**config.mk**
```make
export PLATFORM = sky130hd
export DESIGN_NAME = mp_add_seq
export DESIGN_NICKNAME = d
export VERILOG_FILES = /design/src/rtl/mp_add_seq.sv
export SDC_FILE = /design/constraint.sdc
export NUM_CORES = 1
export LEC_CHECK = 0
export CAP_MARGIN = 5
export CORE_ASPECT_RATIO = 0.5
export CORE_MARGIN = 8
export CORE_UTILIZATION = 51
export CTS_CLUSTER_DIAMETER = 50
export DETAILED_ROUTE_END_ITERATION = 8
export PLACE_DENSITY_LB_ADDON = 0.15
export SYNTH_ARGS = -nofsm -noshare
export SYNTH_HDL_FRONTEND = slang
export SYNTH_SLANG_ARGS = --single-unit
```
**constraint.sdc**
```tcl
create_clock -name clk -period 3.45 [get_ports clk]
set_clock_uncertainty 0.1 [all_clocks]
set_input_delay 0.8625 -clock clk [delete_from_list [all_inputs] [get_ports clk]]
set_output_delay 0.8625 -clock clk [all_outputs]
set_load 0.005 [all_outputs]
```
**src/rtl/mp_add_seq.sv**
```systemverilog
// Multi-precision adder/subtractor: walks W-bit operands one N-bit word per cycle
// through an external combinational N-bit adder, chaining the carry between words.
module mp_add_seq #(
   parameter int unsigned W = 64,
   parameter int unsigned N = 16
) (
   input  logic         clk,
   input  logic         rst,
   input  logic         start,
   input  logic         sub,
   input  logic         cin,
   input  logic [W-1:0] op_a,
   input  logic [W-1:0] op_b,
   output logic         busy,
   output logic         done,
   output logic [W-1:0] sum,
   output logic         cout,
   output logic [N-1:0] add_a,
   output logic [N-1:0] add_b,
   output logic         add_cin,
   input  logic [N-1:0] add_s,
   input  logic         add_cout
);

   localparam int unsigned WORDS = W / N;
   localparam int unsigned KW    = (WORDS > 1) ? $clog2(WORDS) : 1;

   typedef enum logic [1:0] {IDLE, RUN, DONE} state_t;

   state_t        state;
   state_t        state_nxt;
   logic [KW-1:0] k;
   logic [W-1:0]  a_reg;
   logic [W-1:0]  b_reg;
   logic [W-1:0]  b_eff;
   logic          sub_reg;
   logic          carry_reg;
   logic          last_word;
   int unsigned   base;

   assign last_word = (k == KW'(WORDS - 1));
   assign base      = 32'(k) * N;
   assign b_eff     = sub_reg ? ~b_reg : b_reg;

   // State register; busy/done are registered decodes of the next state
   always_ff @(posedge clk) begin
      if (rst) begin
         state <= IDLE;
         busy  <= 1'b0;
         done  <= 1'b0;
      end else begin
         state <= state_nxt;
         busy  <= (state_nxt != IDLE);
         done  <= (state_nxt == DONE);
      end
   end

   always_comb begin
      state_nxt = state;
      case (state)
         IDLE:    if (start) state_nxt = RUN;
         RUN:     if (last_word) state_nxt = DONE;
         DONE:    state_nxt = IDLE;
         default: state_nxt = IDLE;
      endcase
   end

   // Adder word select; idle/done cycles present zeros to the external adder
   always_comb begin
      add_a   = '0;
      add_b   = '0;
      add_cin = 1'b0;
      if (state == RUN) begin
         add_a   = N'(a_reg >> base);
         add_b   = N'(b_eff >> base);
         add_cin = carry_reg;
      end
   end

   always_ff @(posedge clk) begin
      if (rst) begin
         a_reg     <= '0;
         b_reg     <= '0;
         sub_reg   <= 1'b0;
         carry_reg <= 1'b0;
         k         <= '0;
         sum       <= '0;
         cout      <= 1'b0;
      end else begin
         case (state)
            IDLE: begin
               if (start) begin
                  a_reg     <= op_a;
                  b_reg     <= op_b;
                  sub_reg   <= sub;
                  // Subtract is A + ~B + 1, so the carry chain is seeded with 1
                  carry_reg <= sub | cin;
                  k         <= '0;
                  sum       <= '0;
                  cout      <= 1'b0;
               end
            end
            RUN: begin
               sum[base +: N] <= add_s;
               carry_reg      <= add_cout;
               k              <= last_word ? '0 : k + KW'(1);
               if (last_word) cout <= add_cout;
            end
            default: ;
         endcase
      end
   end

endmodule

```
Word level (Yosys, flattened, before mapping)

Index checks and enable logic that the tools add are counted.

Logic and storage cells: 47
Bits in writable memories: 0
Bits in latches: 0
Memories: 0
Bits in registers: 201
Output and inout port bits: 100
ROM bits: 0

Divide/modulo/power cells: 0
Bitwise gates (word level): 2
Reductions and logical operators: 6
Eq/ne operators: 5
Add/subtract/negate cells: 2
Multipliers: 0
Magnitude comparators: 0
Muxes and demuxes: 18
Shifts and indexed selects: 4

Operators with widths:

| kind                                                                      | number |
|---|---|
| 64-bit 2-to-1 mux                                                         | 2 |
| 64-bit case mux with 2 select lines                                       | 1 |
| 64-bit by 6-bit >> shifter with 16-bit output                             | 2 |
| 64-bit bitwise mux                                                        | 1 |
| 64-bit inverter                                                           | 1 |
| 16-bit by 34-bit variable shift with 64-bit output (first input constant) | 1 |
| 16-bit by 34-bit indexed part select with 64-bit output                   | 1 |
| 6-bit negation with 34-bit output                                         | 1 |
| 16-bit 2-to-1 mux                                                         | 2 |
| 2-bit 2-to-1 mux                                                          | 4 |
| 2-bit case mux with 2 select lines                                        | 2 |
| 2-bit == test (second input constant)                                     | 2 |
| 1-bit 2-to-1 mux                                                          | 4 |
| 2-bit != test (second input constant)                                     | 2 |
| 1-bit case mux with 2 select lines                                        | 2 |
| 2-bit AND reduction                                                       | 2 |
| 2-bit nonzero test                                                        | 2 |
| 3-bit AND reduction                                                       | 1 |
| 2-bit by 1-bit adder with 2-bit output (second input constant)            | 1 |
| 2-bit by 1-bit == test with 1-bit output (second input constant)          | 1 |
| 2-bit logical NOT                                                         | 1 |
| 1-bit OR                                                                  | 1 |

Depth between registers and ports, before layout

Depth in word-level cells: 4
Gate-level depth with buffers: 8
Mapped depth without buffers: 5

Worst setup path after synthesis

No wires, ideal clock.

Kind: flip-flop to output port
Start: register k[0]
End: output add_b[3]
Setup slack: 0.931 ns
Path buffers: 2
Cell stages (with the launch flop): 6
Arrival time: 1.557 ns
Data required time: 2.487 ns
Cell sequence: dfxtp_1 -> buf_2 -> buf_4 -> mux4_2 -> xnor2_1 -> nor2_1

Longest elaborated chain between the ends: 2

Ends and longest elaborated chain:

| item                                          | line | RTL |
|---|---|---|
| start, declared                               | 32   | `logic [KW-1:0] k;` |
| start signal, assigned                        | 106  | `k <= last_word ? '0 : k + KW'(1);` |
| 64-bit by 6-bit >> shifter with 16-bit output | 75   | `add_b = N'(b_eff >> base);` |
| 16-bit 2-to-1 mux                             | 73   | `if (state == RUN) begin` |
| end, declared                                 | 19   | `output logic [N-1:0] add_b,` |

No other way between the ends.

Final worst setup path

Start: register k[1]
End: output add_b[11]

Same word-level chain as after synthesis.

==> impl_metrics.sql <==
INSERT INTO impl_metrics (metric_group, metric, value, unit) VALUES
('floorplan', 'die_h', '105', 'um'),
('clock_tree', 'post_cts_hold_buffer_count', '0', ''),
('clock_tree', 'worst_setup_hold_path_clk_slew', '0.07', 'ns'),
('setup_path', 'critical_path.startpoint_type', 'flip-flop', ''),
('final_layout', 'layout-area-overhead-vs-synth', '40.1', '%'),
('detailed_routing', 'route.layer.met1.wl', '10.5', 'mm'),
('final_layout', 'finish.instance_area', '0.0114', 'sq mm'),
('final_layout', 'utilization', '73.5', '%'),
('detailed_routing', 'via_count', '7131', ''),
('timing', 'layout_min_cycle_time', '3.30', 'ns'),
('yosys', 'yosys_warnings', '0', ''),
('clock_tree', 'ctsRootBufferMaster', 'sky130_fd_sc_hd__clkbuf_16', ''),
('detailed_routing', 'drtPass1Iterations', '4', ''),
('global_route', 'vias_in_the_first_global_route', '7231', ''),
('timing', 'layout_worst_path_cycle_share', '95.7', '%'),
('final_layout', 'final_nets', '1257', ''),
('timing', 'report.final.hold_viol_count', '0', ''),
('timing', 'grt_setup_unrepaired', 'no', ''),
('setup_path', 'setup.worst_path.class', 'flip-flop to primary output', ''),
('detailed_routing', 'wire_per_inst', '18.3', 'um'),
('timing', 'max_slew.worst_pin.slew', '0.766', 'ns'),
('timing', 'setup-tns-final', '0', 'ns'),
('setup_path', 'critical_path.max_fanout', '16', ''),
('yosys', 'synth_area', '0.00815', 'sq mm'),
('final_layout', 'antennaDiodeCount', '0', ''),
('detailed_routing', 'topRoutingLayerUsed', 'met4', ''),
('clock_tree', 'cts_made_buffers', '18', ''),
('floorplan', 'rows', '32', ''),
('yosys', 'async_flop_share', '0', '%'),
('yosys', 'postSynthCellCount', '882', ''),
('clock_tree', 'htreeDepth', '1', ''),
('floorplan', 'coreArea', '0.0155', 'sq mm'),
('power', 'p_sw', '1.24', 'mW'),
('power', 'power_density', '455', 'mW/mm^2'),
('global_route', 'largest_net_degree_at_the_start_of_global_routing', '137', ''),
('flow_run', 'maxCapViolCount', '0', ''),
('power', 'power.clock.fraction', '38.1', '%'),
('place', 'dp_hpwl', '16.7', 'mm'),
('hold_path', 'hold_path_class', 'flip-flop to flip-flop', ''),
('yosys', 'synth-main-ff-cell', 'sky130_fd_sc_hd__dfxtp_1', ''),
('floorplan', 'die_w', '195', 'um'),
('place', 'buffer_ports.inserted', '249', ''),
('power', 'p_int', '3.95', 'mW'),
('place', 'placed_area', '0.0108', 'sq mm'),
('timing', 'slew_hr', '48.9', '%'),
('floorplan', 'floorplan.initialDensity', '52.5', '%'),
('setup_path', 'endpoint_kind', 'primary output', ''),
('detailed_routing', 'met2_length', '11.2', 'mm'),
('timing', 'finalSetupViolations', '0', ''),
('clock_tree', 'clockBufferDepth', '3', ''),
('floorplan', 'fp.dieArea', '0.0205', 'sq mm'),
('detailed_routing', 'postRouteAntennaNets', '0', ''),
('yosys', 'synth_cell_type_count', '41', ''),
('clock_tree', 'cts_tree', 'done', ''),
('power', 'cellLeakagePower', '4.14', 'nW'),
('global_route', 'grt_first_pass_wirelength', '38.5', 'mm'),
('floorplan', 'ioPinCount', '250', ''),
('status', 'status', 'finished, final reports clean', ''),
('detailed_routing', 'remaining_drc_errors', '0', ''),
('power', 'power.switching_fraction', '23.9', '%'),
('yosys', 'ys_ff_latch', '201', ''),
('detailed_routing', 'violation_count_after_the_first_detailed_routing_iteration', '445', ''),
('timing', 'fin_hold_ws', '0.351', 'ns'),
('yosys', 'synth_edf_count', '0', ''),
('detailed_routing', 'postRouteWirelength', '24.0', 'mm'),
('final_layout', 'layout-drive-gt1-share', '9.79', '%'),
('clock_tree', 'clock-sinks', '201', ''),
('global_route', 'globalRouteTotalUtil', '22.5', '%'),
('setup_path', 'worstPathArrival', '2.34', 'ns'),
('yosys', 'ys_seq_area_share', '49.4', '%'),
('timing', 'fmax', '0.303', 'GHz'),
('yosys', 'synth.net_count', '1037', ''),
('place', 'place_congestion', '0.847', ''),
('timing', 'timing.final.max_slew_violations', '0', ''),
('detailed_routing', 'detailed_route_wirelength_on_metal3', '1.82', 'mm'),
('power', 'comb_power_share', '14.0', '%'),
('power', 'pwr-share-seq', '47.9', '%'),
('setup_path', 'worst_ep_required_time', '2.49', 'ns'),
('power', 'ir_worst_vdd', '332', 'uV'),
('yosys', 'postSynthAreaPerCell', '9.24', 'sq um'),
('global_route', 'antenna_found_initial', '0', ''),
('global_route', 'global_route.overflow_total', '0', ''),
('clock_tree', 'worstSkewPairLatency', '0.48', 'ns'),
('detailed_routing', 'route.detailed.vias_per_inst', '5.41', '');
==> cells in the mapped netlist (6+ instances only) <==
cell type / count / share of area [%]
sky130_fd_sc_hd__o2bb2ai_2: 10 / 1.8
sky130_fd_sc_hd__mux4_2: 32 / 8.8
sky130_fd_sc_hd__buf_2: 27 / 1.7
sky130_fd_sc_hd__nor2_1: 20 / 0.92
sky130_fd_sc_hd__dfxtp_1: 201 / 49
sky130_fd_sc_hd__xnor2_1: 17 / 1.8
sky130_fd_sc_hd__nand2_1: 276 / 13
sky130_fd_sc_hd__nor2b_1: 31 / 2.4
sky130_fd_sc_hd__buf_1: 7 / 0.32
sky130_fd_sc_hd__a21oi_1: 130 / 8.0
sky130_fd_sc_hd__inv_1: 6 / 0.28
sky130_fd_sc_hd__a22o_1: 46 / 4.9
sky130_fd_sc_hd__clkbuf_1: 31 / 1.4
==> power groups by stage <==
stage / clock, mW / combinational [mW] / sequential (mW)
2_1_floorplan: 0 / 0.396 / 2.52
3_3_place_gp: 0 / 0.697 / 2.54
3_5_place_dp: 0 / 0.711 / 2.55
4_1_cts: 2.01 / 0.732 / 2.49
5_1_grt: 2.11 / 0.793 / 2.50
6_report: 1.98 / 0.728 / 2.49
==> final timing paths <==
path / end / slack, ns / depth (start not counted) / startpoint
max: add_b[11] / 0.15 / 5 / k[1]
min: a_reg[54] / 0.35 / 2 / a_reg[54]
max reg2reg: sum[14] / 0.91 / 6 / k[0]
min reg2reg: a_reg[54] / 0.35 / 2 / a_reg[54]
==> cell families (layout without fill, tap and decap cells) <==
group | count (synthesis) | after routing | synth area share [%]
compound gates | 203 | 203 | 16.7
xor+xnor | 17 | 17 | 1.83
fa+ha+maj | 5 | 5 | 0.767
mux | 36 | 36 | 9.44
buf+inv | 78 | 309 | 4.33
flops | 201 | 201 | 49.4
simple gates | 342 | 342 | 17.6
==> what timing repair did <==
action | in CTS | in global routing
gates cloned | 0 | 0
resized for setup | 1 | 1
hold endpoints to repair | 0 | 0
endpoints found under the setup margin | 32 | 6
setup buffers | 3 | 0
==> placed cells by master, fill, tap and decap left out, types with 2 or more instances in the layout <==
master	count
sky130_fd_sc_hd__o2bb2ai_2	10
sky130_fd_sc_hd__nor2_1	20
sky130_fd_sc_hd__dfxtp_4	2
sky130_fd_sc_hd__mux4_2	32
sky130_fd_sc_hd__a22o_1	46
sky130_fd_sc_hd__a21oi_2	2
sky130_fd_sc_hd__buf_4	16
sky130_fd_sc_hd__a32o_1	2
sky130_fd_sc_hd__nand2_1	276
sky130_fd_sc_hd__nor3b_2	2
sky130_fd_sc_hd__mux2_2	3
sky130_fd_sc_hd__o2bb2ai_1	5
sky130_fd_sc_hd__clkbuf_1	3
sky130_fd_sc_hd__nor3b_1	2
sky130_fd_sc_hd__clkbuf_16	19
sky130_fd_sc_hd__dfxtp_1	199
sky130_fd_sc_hd__clkinv_2	3
sky130_fd_sc_hd__xnor2_1	17
sky130_fd_sc_hd__clkdlybuf4s50_1	248
sky130_fd_sc_hd__nand4bb_1	2
sky130_fd_sc_hd__nor2b_1	31
sky130_fd_sc_hd__ha_1	5
sky130_fd_sc_hd__buf_12	6
sky130_fd_sc_hd__clkbuf_8	6
sky130_fd_sc_hd__a21oi_4	2
sky130_fd_sc_hd__a21oi_1	130
sky130_fd_sc_hd__inv_1	6
==> routing by layer <==
metal | up-vias | GRT usage, %
met3 | 34 | 5.68
met4 | 0 | 5.11
met5 | - | 0
met1 | 3396 | 29.1
met2 | 263 | 37.8
li1 | 3438 | -
==> critical path, stage by stage (launching register included) <==
cell and delay, ns:
sky130_fd_sc_hd__dfxtp_4 0.49, sky130_fd_sc_hd__buf_4 0.27, sky130_fd_sc_hd__mux4_2 0.33, sky130_fd_sc_hd__xnor2_1 0.14
sky130_fd_sc_hd__nor2_1 0.11, sky130_fd_sc_hd__clkdlybuf4s50_1 0.51
==> cell type report <==
cell class              instances  area [sq um]
fillers                      1147          4110
flip-flops and latches        201          4030
multi-input cells             603          3790
repair buffers                271          2740
clock buffers                  28           569
well taps                     204           255
inverters                       7          26.3
clock inverters                 3          15.0
==> per-stage QoR <==
stage / setup slack [ns] / power [mW] / std cells
after floorplan: 0.931 / 2.91 / 882
after global placement: 0.237 / 3.24 / 1283
after detailed placement: 0.224 / 3.26 / 1283
after CTS: 0.00523 / 5.23 / 1317
after global routing: 0.0606 / 5.40 / 1317
final: 0.150 / 5.19 / 1317
No activity file was read; power rests on OpenSTA's default activity.
